[src/rtl/riscv_pipe_pkg.sv]
// Shared types for the five-stage core's inter-stage latches.
// Each stage payload is a packed struct, so a stage register is sized with
// DATA_W = $bits(<stage>_t).
package riscv_pipe_pkg;

  localparam int DEF_DATA_W = 32;
  localparam int DEF_CNT_W  = 16;

  typedef struct packed {
    logic [31:0] pc;
    logic [31:0] instr;
  } if_id_t;

  typedef struct packed {
    logic [31:0] pc;
    logic [31:0] rs1_val;
    logic [31:0] rs2_val;
    logic [31:0] imm;
    logic [4:0]  rd;
    logic [3:0]  alu_op;
    logic        mem_rd;
    logic        mem_wr;
    logic        reg_wr;
  } id_ex_t;

  typedef struct packed {
    logic [31:0] alu_res;
    logic [31:0] store_val;
    logic [4:0]  rd;
    logic        mem_rd;
    logic        mem_wr;
    logic        reg_wr;
  } ex_mem_t;

  typedef struct packed {
    logic [31:0] wb_val;
    logic [4:0]  rd;
    logic        reg_wr;
  } mem_wb_t;

endpackage

[src/rtl/pipe_stage_reg_if.sv]
// Handshake bundle for one pipeline stage register: the upstream valid/ready/data,
// the downstream valid/ready/data, the flush input and the stall counter output.
// slave is the stage register side and master is the surrounding pipeline side.
interface pipe_stage_reg_if #(
  parameter int DATA_W = riscv_pipe_pkg::DEF_DATA_W,
  parameter int CNT_W  = riscv_pipe_pkg::DEF_CNT_W
);
  logic              in_valid;
  logic              in_ready;
  logic [DATA_W-1:0] in_data;
  logic              flush;
  logic              out_valid;
  logic              out_ready;
  logic [DATA_W-1:0] out_data;
  logic [CNT_W-1:0]  stall_cnt;

  modport slave (
    input  in_valid, in_data, flush, out_ready,
    output in_ready, out_valid, out_data, stall_cnt
  );

  modport master (
    output in_valid, in_data, flush, out_ready,
    input  in_ready, out_valid, out_data, stall_cnt
  );
endinterface

[src/rtl/pipe_stage_reg_sat_counter.sv]
// sat_counter: an up-counter with an increment enable. It stops at all-ones
// and does not wrap. Only the asynchronous active-low reset clears it.
module sat_counter #(
  parameter int W = 16
) (
  input  logic         clk,
  input  logic         reset,
  input  logic         en,
  output logic [W-1:0] cnt
);
  // Count enabled cycles and hold once the all-ones value is reached.
  always_ff @(posedge clk or negedge reset) begin
    if (!reset)                 cnt <= '0;
    else if (en && (cnt != '1)) cnt <= cnt + 1'b1;
  end
endmodule

[src/rtl/pipe_stage_reg.sv]
// pipe_stage_reg: a generic valid/ready pipeline latch with flush and a
// saturating count of stalled cycles.
// Define PIPE_SKID_EN to add a second (skid) entry. In that mode in_ready
// comes from a register, so no combinational ready path runs through the stage.
module pipe_stage_reg
  import riscv_pipe_pkg::*;
#(
  parameter int                DATA_W     = DEF_DATA_W,
  parameter int                CNT_W      = DEF_CNT_W,
  parameter logic [DATA_W-1:0] RESET_DATA = '0
) (
  input  logic              clk,
  input  logic              reset,
  pipe_stage_reg_if.slave   bus
);
  logic              valid_q;
  logic [DATA_W-1:0] data_q;
  logic              up_xfer;
  logic              dn_xfer;

  assign bus.out_valid = valid_q;
  assign bus.out_data  = data_q;
  assign up_xfer       = bus.in_valid && bus.in_ready;
  assign dn_xfer       = valid_q && bus.out_ready;

`ifdef PIPE_SKID_EN
  logic              skid_valid;
  logic [DATA_W-1:0] skid_data;
  logic              rdy_q;

  // The ready register is low during reset, so upstream sees no ready until
  // the first edge after reset is released.
  assign bus.in_ready = rdy_q && !bus.flush;

  // Main entry plus skid entry, kept in FIFO order. While skid is full,
  // in_ready is low, so skid never loads in the same cycle that it drains.
  always_ff @(posedge clk or negedge reset) begin
    if (!reset) begin
      valid_q    <= 1'b0;
      data_q     <= RESET_DATA;
      skid_valid <= 1'b0;
      skid_data  <= RESET_DATA;
      rdy_q      <= 1'b0;
    end else if (bus.flush) begin
      valid_q    <= 1'b0;
      skid_valid <= 1'b0;
      rdy_q      <= 1'b1;
    end else if (!valid_q || dn_xfer) begin
      if (skid_valid) begin
        data_q     <= skid_data;
        valid_q    <= 1'b1;
        skid_valid <= 1'b0;
      end else if (up_xfer) begin
        data_q  <= bus.in_data;
        valid_q <= 1'b1;
      end else begin
        valid_q <= 1'b0;
      end
      rdy_q <= 1'b1;
    end else if (up_xfer) begin
      skid_data  <= bus.in_data;
      skid_valid <= 1'b1;
      rdy_q      <= 1'b0;
    end
  end
`else
  // With one entry, the stage accepts data when it is empty or is draining this cycle.
  assign bus.in_ready = !bus.flush && (!valid_q || bus.out_ready);

  // Single-entry latch. Flush clears only the valid bit, and the data
  // register changes only on a load.
  always_ff @(posedge clk or negedge reset) begin
    if (!reset) begin
      valid_q <= 1'b0;
      data_q  <= RESET_DATA;
    end else if (bus.flush) begin
      valid_q <= 1'b0;
    end else if (up_xfer) begin
      data_q  <= bus.in_data;
      valid_q <= 1'b1;
    end else if (dn_xfer) begin
      valid_q <= 1'b0;
    end
  end
`endif

  sat_counter #(.W(CNT_W)) u_stall_cnt (
    .clk   (clk),
    .reset (reset),
    .en    (valid_q && !bus.out_ready && !bus.flush),
    .cnt   (bus.stall_cnt)
  );
endmodule

[src/flat_wrapper.sv]
// flat-port wrapper written by rule: the top's interface ports become plain ports
module pipe_stage_reg_flat import riscv_pipe_pkg::*;
#(
  parameter int                DATA_W     = DEF_DATA_W,
  parameter int                CNT_W      = DEF_CNT_W,
  parameter logic [DATA_W-1:0] RESET_DATA = '0
)
  (clk, reset, bus_in_valid, bus_in_data, bus_flush, bus_out_ready, bus_in_ready, bus_out_valid, bus_out_data, bus_stall_cnt);
  pipe_stage_reg_if #(.DATA_W(DATA_W), .CNT_W(CNT_W)) bus_i ();
  input  logic clk;
  input  logic reset;
  input wire logic [$bits(bus_i.in_valid)-1:0] bus_in_valid;
  input wire logic [$bits(bus_i.in_data)-1:0] bus_in_data;
  input wire logic [$bits(bus_i.flush)-1:0] bus_flush;
  input wire logic [$bits(bus_i.out_ready)-1:0] bus_out_ready;
  output wire logic [$bits(bus_i.in_ready)-1:0] bus_in_ready;
  output wire logic [$bits(bus_i.out_valid)-1:0] bus_out_valid;
  output wire logic [$bits(bus_i.out_data)-1:0] bus_out_data;
  output wire logic [$bits(bus_i.stall_cnt)-1:0] bus_stall_cnt;
  assign bus_i.in_valid = bus_in_valid;
  assign bus_i.in_data = bus_in_data;
  assign bus_i.flush = bus_flush;
  assign bus_i.out_ready = bus_out_ready;
  assign bus_in_ready = bus_i.in_ready;
  assign bus_out_valid = bus_i.out_valid;
  assign bus_out_data = bus_i.out_data;
  assign bus_stall_cnt = bus_i.stall_cnt;
  pipe_stage_reg #(.DATA_W(DATA_W), .CNT_W(CNT_W), .RESET_DATA(RESET_DATA)) u_core (.clk(clk), .reset(reset), .bus(bus_i));
endmodule
[config.mk]
export PLATFORM = sky130hd
export DESIGN_NAME = pipe_stage_reg_flat
export DESIGN_NICKNAME = d
export VERILOG_FILES = /design/src/rtl/riscv_pipe_pkg.sv /design/src/rtl/pipe_stage_reg_if.sv /design/src/rtl/pipe_stage_reg_sat_counter.sv /design/src/rtl/pipe_stage_reg.sv /design/src/flat_wrapper.sv
export SDC_FILE = /design/constraint.sdc
export NUM_CORES = 1
export LEC_CHECK = 0
export CORE_ASPECT_RATIO = 1.5
export CORE_MARGIN = 4
export CORE_UTILIZATION = 38
export DETAILED_ROUTE_END_ITERATION = 16
export GPL_TIMING_DRIVEN = 0
export PLACE_DENSITY_LB_ADDON = 0.15
export SKIP_CTS_REPAIR_TIMING = 1
export SLEW_MARGIN = 40
export SYNTH_ARGS = -nofsm -noshare
export SYNTH_HDL_FRONTEND = slang
export SYNTH_SLANG_ARGS = --single-unit
[constraint.sdc]
create_clock -name clk -period 1.55 [get_ports clk]
set_clock_uncertainty 0.1 [all_clocks]
set_input_delay 0.31 -clock clk [delete_from_list [all_inputs] [get_ports clk]]
set_output_delay 0.31 -clock clk [all_outputs]
set_load 0.005 [all_outputs]
Yosys cells after proc, flatten, opt, wreduce, memory -nomap -nowiden

Index checks and enable logic that the tools add are counted.
W data, S select, Z words.

Shift operators: 0
Bitwise gates (word level): 1
Mux-type cells: 3
Multipliers: 0
Equal/unequal tests: 1
Reductions and logical operators: 12
Order comparisons: 0
$add $sub $neg: 1
Divide/modulo/power cells: 0

Operators with widths:

| cell                    | number |
|---|---|
| $add A16 B1 Y16 const B | 1 |
| $ne A16 B16 Y1 const B  | 1 |
| $logic_and A1 B1 Y1     | 6 |
| $logic_not A1 Y1        | 3 |
| $mux W1                 | 3 |
| $reduce_bool A3 Y1      | 1 |
| $reduce_and A2 Y1       | 1 |
| $logic_or A1 B1 Y1      | 1 |
| $not A1 Y1              | 1 |

Input port bits: 37
Bits in read-only memories: 0
Word-level logic and storage cells: 21
Memories kept: 0
Memory bits (writable): 0
Flip-flop bits (word level): 49
Bits in latches: 0
Output and inout port bits: 50

Longest topological paths before layout

Gate-level depths: netlist of the first run.

Depth after elaboration: 6
Mapped depth: 6
Depth with buffers taken out: 5

By module

Synthesis of the first run repeated with hierarchy kept, for this count alone.

Cells, all modules: 146
Area total of the unflattened synthesis: 2129.5 um2

By module, submodules not included:

| module         | cells each | sequential area each (um2) | area an instance (um2) | times used |
|---|---|---|---|---|
| pipe_stage_reg | 74         | 825.8                      | 1270.0                 | 1 |
| sat_counter    | 72         | 400.4                      | 859.6                  | 1 |

Worst setup path after synthesis of the first run

Ideal clock, no wire load.

Path type: register to register
Start point: register u_core.u_stall_cnt.cnt[0]
End point: register u_core.u_stall_cnt.cnt[1]
Arrival time: 1.435 ns
Setup time: 0.125 ns
Path slack: -0.110 ns
Required time: 1.325 ns
Clock period less this slack: 1.660 ns
Buffers on the path: 0
Cell stages (with the launch flop): 6
Path through: dfrtp_1 ha_1 and3_1 and4_4 nor2_2 mux2_4

Cells in the longest elaborated chain, start to end: 2
Elaborated cells between the ends (all ways): 3
Those cells by class: add/sub: 1; eq/ne: 1; reduce/logical: 1

RTL lines:

| element                                                                 | line                             | text |
|---|---|---|
| start, declared                                                         | pipe_stage_reg_sat_counter.sv:9  | `output logic [W-1:0] cnt` |
| start signal, assigned                                                  | pipe_stage_reg_sat_counter.sv:14 | `else if (en && (cnt != '1)) cnt <= cnt + 1'b1;` |
| parallel branches: the longest is 2 deep, another holds $add A16 B1 Y16 | n/a                              |  |

Parallel ways; which one is timed is not known.
A chain may end at the register's enable or synchronous reset.

Worst setup path in the final report of the first run

Same ends and word-level chain as after synthesis.

==> impl_metrics.prom, run 1 <==
# TYPE chip_impl_metric gauge
chip_impl_info{name="status",value="finished with violations"} 1
chip_impl_info{name="violations",value="setup timing"} 1
chip_impl_info{name="ys_dominant_reg_cell",value="dfrtp_1"} 1
chip_impl_info{name="cts.root.buffer_cell",value="clkbuf_8"} 1
chip_impl_metric{name="fin_hold_ws",unit="ns"} 0.281
chip_impl_metric{name="irDropWorstVdd",unit="mV"} 0.681
chip_impl_info{name="setup.worst_path.start",value="u_core.u_stall_cnt.cnt[0]"} 1
chip_impl_metric{name="worst_slack",unit="ns"} -0.0770
chip_impl_metric{name="top_level_ports",unit=""} 87
chip_impl_metric{name="drt_iter0_markers",unit=""} 60
chip_impl_metric{name="post-route-drc-count",unit=""} 0
chip_impl_metric{name="grt_pass1_vias",unit=""} 1586
chip_impl_metric{name="fmax",unit="GHz"} 0.615
chip_impl_metric{name="number_of_synthesized_flops_with_an_enable_pin",unit=""} 0
chip_impl_metric{name="route.antenna.remaining_nets",unit=""} 0
chip_impl_metric{name="synthSimpleGateAreaFrac",unit="%"} 11.6
chip_impl_info{name="hold_path.class",value="input pin to asynchronous set/reset pin"} 1
chip_impl_metric{name="final-seq-area",unit="µm²"} 1240
chip_impl_metric{name="detailedPlacementHpwl",unit="mm"} 3.47
chip_impl_metric{name="timing.max_slew.rel_slack",unit="%"} 80.6
chip_impl_info{name="netlist_top_cells_count",value="dfrtp_1 (49), mux2_2 (33), a21oi_1 (7)"} 1
chip_impl_metric{name="worstMarginPinSlew",unit="ns"} 0.290
chip_impl_info{name="timing_worst_setup_path_type",value="flop to flop"} 1
chip_impl_metric{name="syn2layout_area_growth",unit="%"} 90.3
chip_impl_metric{name="final_layout_size_suffix_gt1_share",unit="%"} 41.8
chip_impl_metric{name="synth_fa_ha_area_share",unit="%"} 0.602
chip_impl_metric{name="clock_tree.buffer_depth",unit=""} 2
chip_impl_metric{name="syn_avg_cell_area",unit="µm²"} 13.7
chip_impl_metric{name="number_of_unique_standard_cell_types_used_by_synthesis",unit=""} 27
chip_impl_metric{name="port-buffer-count",unit=""} 86
chip_impl_metric{name="design.die.area",unit="µm²"} 6740
chip_impl_metric{name="critical_path.max_fanout",unit=""} 4
chip_impl_metric{name="layout_worst_path_cycle_share",unit="%"} 105
chip_impl_metric{name="clkSlewWorstSetupHoldPaths",unit="ns"} 0.09
chip_impl_metric{name="fillerInstances",unit=""} 341
chip_impl_metric{name="worst_ep_required_time",unit="ns"} 1.63
chip_impl_metric{name="yosys.area.top_type_share",unit="%"} 59.0
chip_impl_info{name="post-synth-top-count-cell",value="dfrtp_1"} 1
chip_impl_metric{name="routabilityCongestion",unit=""} 0.793
chip_impl_info{name="timing.rr.start",value="u_core.u_stall_cnt.cnt[0]"} 1
chip_impl_metric{name="synthXorXnorAreaFrac",unit="%"} 4.21
chip_impl_info{name="crit_path_start_kind",value="flop"} 1
chip_impl_metric{name="postSynthNetCount",unit=""} 190
chip_impl_info{name="rsz_0062_raised_after_global_routing",value="true"} 1
chip_impl_metric{name="drt_first_pass_iters",unit=""} 4
chip_impl_info{name="netlist.top_cell.by_area",value="dfrtp_1"} 1
chip_impl_info{name="ys_top_cells_by_area",value="dfrtp_1 (59%), mux2_2 (18%), xnor2_1 (2.5%)"} 1
chip_impl_metric{name="synth.mux.area_fraction",unit="%"} 19.1
chip_impl_metric{name="routed_via_density",unit=""} 4.85
chip_impl_info{name="crit_path_end_kind",value="flop"} 1
chip_impl_metric{name="drv.max_cap_violation_count",unit=""} 0
chip_impl_metric{name="synth.yosys.seq_area_share",unit="%"} 59.0
chip_impl_metric{name="yosys_register_bits",unit=""} 49
chip_impl_metric{name="cp_max_stage_delay",unit="ns"} 0.43
chip_impl_metric{name="synth-async-reset-ratio",unit="%"} 100
chip_impl_metric{name="setup.reg_to_reg.worst_slack",unit="ns"} -0.08
chip_impl_metric{name="fp-row-count",unit=""} 32
chip_impl_metric{name="min_period",unit="ns"} 1.63
chip_impl_info{name="cell_by_cell_trace_of_the_critical_path",value="ha_4 -> and3_4 -> and4_4 -> nor2_4 -> mux2_4"} 1
chip_impl_metric{name="final-setup-viol-count",unit=""} 14
chip_impl_metric{name="floorplan.initialDensity",unit="%"} 39.6
chip_impl_metric{name="diodes",unit=""} 0
chip_impl_metric{name="clock_insertion_delay_worst_skew",unit="ns"} 0.29
chip_impl_metric{name="die_width",unit="µm"} 68.4
chip_impl_metric{name="post_route_total_power",unit="mW"} 3.70
chip_impl_metric{name="cts_htree_levels",unit=""} 2
chip_impl_metric{name="gr-total-overflow",unit=""} 0
chip_impl_metric{name="num_vias",unit=""} 1746
chip_impl_metric{name="groute.usage.overall",unit="%"} 14.6
chip_impl_metric{name="yosysWarnings",unit=""} 0
chip_impl_info{name="combinational_family_with_the_most_area_after_synthesis",value="multiplexers"} 1
chip_impl_metric{name="maxSlewViolCount",unit=""} 0
chip_impl_metric{name="routedWlPerCell",unit="µm"} 16.4
chip_impl_metric{name="fin_area",unit="µm²"} 3960
chip_impl_metric{name="finalHoldViolCount",unit=""} 0
chip_impl_metric{name="mapped_cells",unit=""} 152
chip_impl_metric{name="num-nets-final",unit=""} 329
chip_impl_metric{name="total_leakage_power",unit="nW"} 2.29
chip_impl_metric{name="power_per_cell_area",unit="nW/µm²"} 935
chip_impl_metric{name="chipHeight",unit="µm"} 98.6
chip_impl_metric{name="place_area",unit="µm²"} 3050
chip_impl_metric{name="synth_compound_gate_area_share",unit="%"} 2.89
chip_impl_metric{name="antenna_violations_before_repair",unit=""} 0
chip_impl_metric{name="cts_sinks",unit=""} 49
chip_impl_metric{name="design.core.area",unit="µm²"} 5250
chip_impl_metric{name="multiInputGateArea",unit="µm²"} 991
chip_impl_metric{name="grt_start_max_net_pins",unit=""} 40
chip_impl_metric{name="grt_pass1_wl",unit="mm"} 7.56
chip_impl_metric{name="synth.cell_area",unit="µm²"} 2080
chip_impl_info{name="crit_path_top_delay_cell",value="dfrtp_1"} 1
chip_impl_metric{name="numCtsBuffers",unit=""} 5
chip_impl_info{name="cts_tree",value="yes"} 1
chip_impl_metric{name="cp_data_arrival_time",unit="ns"} 1.71
chip_impl_metric{name="drt-total-wl",unit="mm"} 5.91
-- metrics by stage --
step | worst slack, ns | setup TNS (ns) | utilization, % | cells
5_1_grt | -0.118 | -1.96 | 75.5 | 360
4_1_cts | -0.442 | -9.83 | 60.4 | 315
2_1_floorplan | -0.0382 | -0.0382 | - | 152
6_report | -0.0770 | -0.119 | 75.5 | 360
3_5_place_dp | -0.530 | -22.00 | 58.2 | 307
3_3_place_gp | -1.40 | -89.42 | 57.9 | 306
-- path summary, 6_finish.rpt --
path                                             end  depth (start not counted)
hold reg to reg               u_core.bus.out_data[2]                          1
setup reg to reg           u_core.u_stall_cnt.cnt[1]                          5
min in group clk           u_core.u_stall_cnt.cnt[3]                          4
hold / removal                u_core.bus.out_data[1]                          2
setup / recovery           u_core.u_stall_cnt.cnt[1]                          5
max in group asynchronous  u_core.u_stall_cnt.cnt[4]                          3
-- flip-flops by register name, indices dropped and copies added (netlist names) --
name and count:
u_core.bus.out_data 32, u_core.bus.out_valid 1, u_core.u_stall_cnt.cnt 16
-- worst max-delay path: cells and delay by family, from the launching register on --
| family | cells | cell delay [ns] |
|---|---|---|
| flops | 1 | 0.43 |
| fa+ha+maj | 1 | 0.19 |
| mux | 1 | 0.30 |
| simple gates | 3 | 0.49 |
-- power breakdown --
group          switching, mW  internal, mW
sequential             0.127          1.47
clock                  0.397         0.526
combinational          0.354         0.824
-- cell usage in the layout (no fill, tap or decap), types with 2 or more instances in the layout --
cell	Yosys	routed
dlymetal6s2s_1	0	51
buf_4	5	41
dfrtp_1	49	41
clkdlybuf4s50_1	0	33
mux2_4	1	32
dfrtp_2	0	8
xnor2_1	6	6
a21oi_1	7	6
clkbuf_8	0	6
nand2_1	6	5
nand3_1	6	5
nand4_1	5	5
buf_6	0	4
xor2_1	4	4
clkbuf_16	0	4
buf_12	0	3
and4_4	1	3
and3_4	0	3
inv_1	2	2
and2_4	0	2
buf_8	0	2
nor2_4	0	2
nor3b_4	0	2
mux2_2	33	2
nor3_1	3	2
a31oi_1	2	2
-- metal layers --
layer	up-vias	wire length [µm]	GRT usage, %
met1	863	2370	17.7
met4	0	47	3.68
li1	820	-	-
met2	57	3130	24.9
met3	6	366	4.10
met5	-	0	0
-- area by class of cell --
class / instances / area share [%]
timing repair buffer: 133 / 36.1
multi-input combinational: 94 / 25.0
clock buffer: 7 / 2.18
tap: 68 / 2.15
clock inverter: 1 / 0.759
sequential: 49 / 31.2
inverter: 2 / 0.190
buffer: 6 / 2.34
-- cell families after synthesis --
family / Yosys count
AND/OR/NAND/NOR: 38
buffers and inverters: 9
multiplexers: 35
adder cells (fa/ha/maj): 1
AO/OA/AOI/OAI: 10
flip-flops: 49
XOR/XNOR: 10
Power figures use the tool's default switching activity.
==> run 2, diff against run 1 <==
--- a/config.mk
+++ b/config.mk
@@ -5,9 +5,12 @@
 export SDC_FILE = /design/constraint.sdc
 export NUM_CORES = 1
 export LEC_CHECK = 0
+export CELL_PAD_IN_SITES_DETAIL_PLACEMENT = 0
+export CELL_PAD_IN_SITES_GLOBAL_PLACEMENT = 1
 export CORE_ASPECT_RATIO = 1.5
 export CORE_MARGIN = 4
-export CORE_UTILIZATION = 38
+export CORE_UTILIZATION = 30
+export CTS_CLUSTER_DIAMETER = 100
 export DETAILED_ROUTE_END_ITERATION = 16
 export GPL_TIMING_DRIVEN = 0
 export PLACE_DENSITY_LB_ADDON = 0.15
==> impl_metrics.prom, run 2 (synthesized netlist as in run 1, its figures left out) <==
# TYPE chip_impl_metric gauge
chip_impl_metric{name="grt_pass1_vias",unit=""} 1630
chip_impl_info{name="timing.critical_path.max_delay_family",value="simple AND/OR/NAND/NOR gates"} 1
chip_impl_info{name="crit_path_end_kind",value="flop"} 1
chip_impl_metric{name="fp-row-count",unit=""} 36
chip_impl_metric{name="clock_tree.buffer_depth",unit=""} 2
chip_impl_metric{name="route.antenna.remaining_nets",unit=""} 0
chip_impl_metric{name="place_area",unit="µm²"} 3060
chip_impl_info{name="hold_path.class",value="input pin to asynchronous set/reset pin"} 1
chip_impl_metric{name="clkSlewWorstSetupHoldPaths",unit="ns"} 0.09
chip_impl_metric{name="finalHoldViolCount",unit=""} 0
chip_impl_metric{name="final_layout_size_suffix_gt1_share",unit="%"} 42.9
chip_impl_metric{name="design.die.area",unit="µm²"} 8360
chip_impl_metric{name="chipHeight",unit="µm"} 110
chip_impl_info{name="crit_path_top_delay_cell",value="dfrtp_1"} 1
chip_impl_metric{name="fillerInstances",unit=""} 538
chip_impl_metric{name="min_period",unit="ns"} 1.65
chip_impl_metric{name="routed_via_density",unit=""} 4.66
chip_impl_metric{name="top_level_ports",unit=""} 87
chip_impl_metric{name="grt_pass1_wl",unit="mm"} 8.35
chip_impl_metric{name="layout_worst_path_cycle_share",unit="%"} 107
chip_impl_info{name="crit_path_start_kind",value="flop"} 1
chip_impl_metric{name="routedWlPerCell",unit="µm"} 16.3
chip_impl_metric{name="drv.max_cap_violation_count",unit=""} 0
chip_impl_metric{name="fin_area",unit="µm²"} 3980
chip_impl_metric{name="drt_first_pass_iters",unit=""} 4
chip_impl_info{name="timing_worst_setup_path_type",value="flop to flop"} 1
chip_impl_metric{name="num-nets-final",unit=""} 333
chip_impl_metric{name="worstMarginPinSlew",unit="ns"} 0.232
chip_impl_metric{name="drt-total-wl",unit="mm"} 6.07
chip_impl_metric{name="irDropWorstVdd",unit="mV"} 0.548
chip_impl_info{name="cts_tree",value="yes"} 1
chip_impl_metric{name="num_vias",unit=""} 1733
chip_impl_metric{name="gr-total-overflow",unit=""} 0
chip_impl_metric{name="design.core.area",unit="µm²"} 6620
chip_impl_metric{name="grt_start_max_net_pins",unit=""} 40
chip_impl_metric{name="groute.usage.overall",unit="%"} 12.5
chip_impl_info{name="rsz_0062_raised_after_global_routing",value="true"} 1
chip_impl_metric{name="fin_hold_ws",unit="ns"} 0.281
chip_impl_metric{name="die_width",unit="µm"} 76.0
chip_impl_metric{name="worst_slack",unit="ns"} -0.103
chip_impl_metric{name="syn2layout_area_growth",unit="%"} 91.4
chip_impl_info{name="status",value="finished with violations"} 1
chip_impl_metric{name="port-buffer-count",unit=""} 86
chip_impl_info{name="setup.worst_path.start",value="u_core.u_stall_cnt.cnt[1]"} 1
chip_impl_metric{name="setup.reg_to_reg.worst_slack",unit="ns"} -0.10
chip_impl_metric{name="floorplan.initialDensity",unit="%"} 31.4
chip_impl_metric{name="antenna_violations_before_repair",unit=""} 0
chip_impl_info{name="cts.root.buffer_cell",value="clkbuf_8"} 1
chip_impl_metric{name="cts_sinks",unit=""} 49
chip_impl_metric{name="detailedPlacementHpwl",unit="mm"} 3.74
chip_impl_metric{name="final-setup-viol-count",unit=""} 3
chip_impl_metric{name="diodes",unit=""} 0
chip_impl_metric{name="cp_data_arrival_time",unit="ns"} 1.77
chip_impl_info{name="violations",value="setup timing"} 1
chip_impl_metric{name="fmax",unit="GHz"} 0.605
chip_impl_metric{name="number_of_buffer_and_inverter_stages_on_the_critical_path",unit=""} 1
chip_impl_metric{name="post-route-drc-count",unit=""} 0
chip_impl_metric{name="maxSlewViolCount",unit=""} 0
chip_impl_metric{name="final_setup_tns",unit="ns"} -0.228
chip_impl_metric{name="timing.max_slew.rel_slack",unit="%"} 84.5
chip_impl_metric{name="power_per_cell_area",unit="nW/µm²"} 941
chip_impl_metric{name="critical_path.max_fanout",unit=""} 3
chip_impl_metric{name="cts_htree_levels",unit=""} 2
chip_impl_info{name="cell_by_cell_trace_of_the_critical_path",value="ha_2 -> and3_4 -> and4_4 -> buf_4 -> nor3b_4 -> xor2_1"} 1
chip_impl_metric{name="worst-r2r-cell-count",unit=""} 6
chip_impl_metric{name="numCtsBuffers",unit=""} 5
chip_impl_metric{name="clock_insertion_delay_worst_skew",unit="ns"} 0.30
chip_impl_metric{name="total_leakage_power",unit="nW"} 2.29
chip_impl_metric{name="cp_max_stage_delay",unit="ns"} 0.42
chip_impl_metric{name="place_worst_setup_slack",unit="ns"} -0.556
chip_impl_metric{name="critical_path_depth",unit=""} 6
chip_impl_info{name="timing.rr.start",value="u_core.u_stall_cnt.cnt[1]"} 1
chip_impl_metric{name="post_route_total_power",unit="mW"} 3.74
chip_impl_info{name="commonest_non_fill_non_tap_cells_in_the_layout",value="dlymetal6s2s_1 (51), buf_4 (44), dfrtp_1 (41)"} 1
chip_impl_info{name="final_common_cell",value="dlymetal6s2s_1"} 1
chip_impl_metric{name="worst_ep_required_time",unit="ns"} 1.67
chip_impl_metric{name="drt_iter0_markers",unit=""} 36
chip_impl_metric{name="routabilityCongestion",unit=""} 0.709
chip_impl_metric{name="largest_register_ff_count",unit=""} 32
[run 2: worst reg2reg max path: cells and delay by family (launching register included)]
family        cells  cell delay [ns]
xor+xnor          1             0.16
fa+ha+maj         1             0.22
flops             1             0.42
simple gates      3             0.54
buf+inv           1             0.14
[run 2: cell type report]
| type | instances | area, µm² | area share, % |
|---|---|---|---|
| Timing Repair Buffer | 136 | 1440 | 36.2 |
| Sequential cell | 49 | 1240 | 31.1 |
| Multi-Input combinational cell | 94 | 988 | 24.8 |
| Buffer | 7 | 95.1 | 2.39 |
| Tap cell | 76 | 95.1 | 2.39 |
| Clock buffer | 7 | 86.3 | 2.17 |
| Clock inverter | 1 | 30.0 | 0.754 |
| Inverter | 2 | 7.51 | 0.189 |
[run 2: per-layer routing]
layer | track usage, % | wire length, µm
met5 | 0 | 0
met4 | 3.82 | 68
met3 | 3.52 | 247
met2 | 20.5 | 3120
met1 | 15.9 | 2630
[run 2: final timing paths]
check / end
min: u_core.bus.out_data[29]
max reg2reg: u_core.u_stall_cnt.cnt[7]
max in group asynchronous: u_core.u_stall_cnt.cnt[7]
min in group clk: u_core.u_stall_cnt.cnt[3]
max: u_core.u_stall_cnt.cnt[7]
min reg2reg: u_core.bus.out_data[23]
[run 2: power by group]
group | internal, mW | switching, mW | total [mW] | leakage [nW]
registers | 1.48 | 0.117 | 1.59 | 0.589
clock network | 0.527 | 0.418 | 0.945 | 0.0585
logic | 0.836 | 0.368 | 1.20 | 1.65
total | 2.84 | 0.904 | 3.74 | 2.29
[run 2: metrics by stage]
stage,util [%],cells
6_report,60.1,372
5_1_grt,60.1,372
4_1_cts,48.0,323
3_5_place_dp,46.3,315
3_3_place_gp,46.0,314
2_1_floorplan,-,152
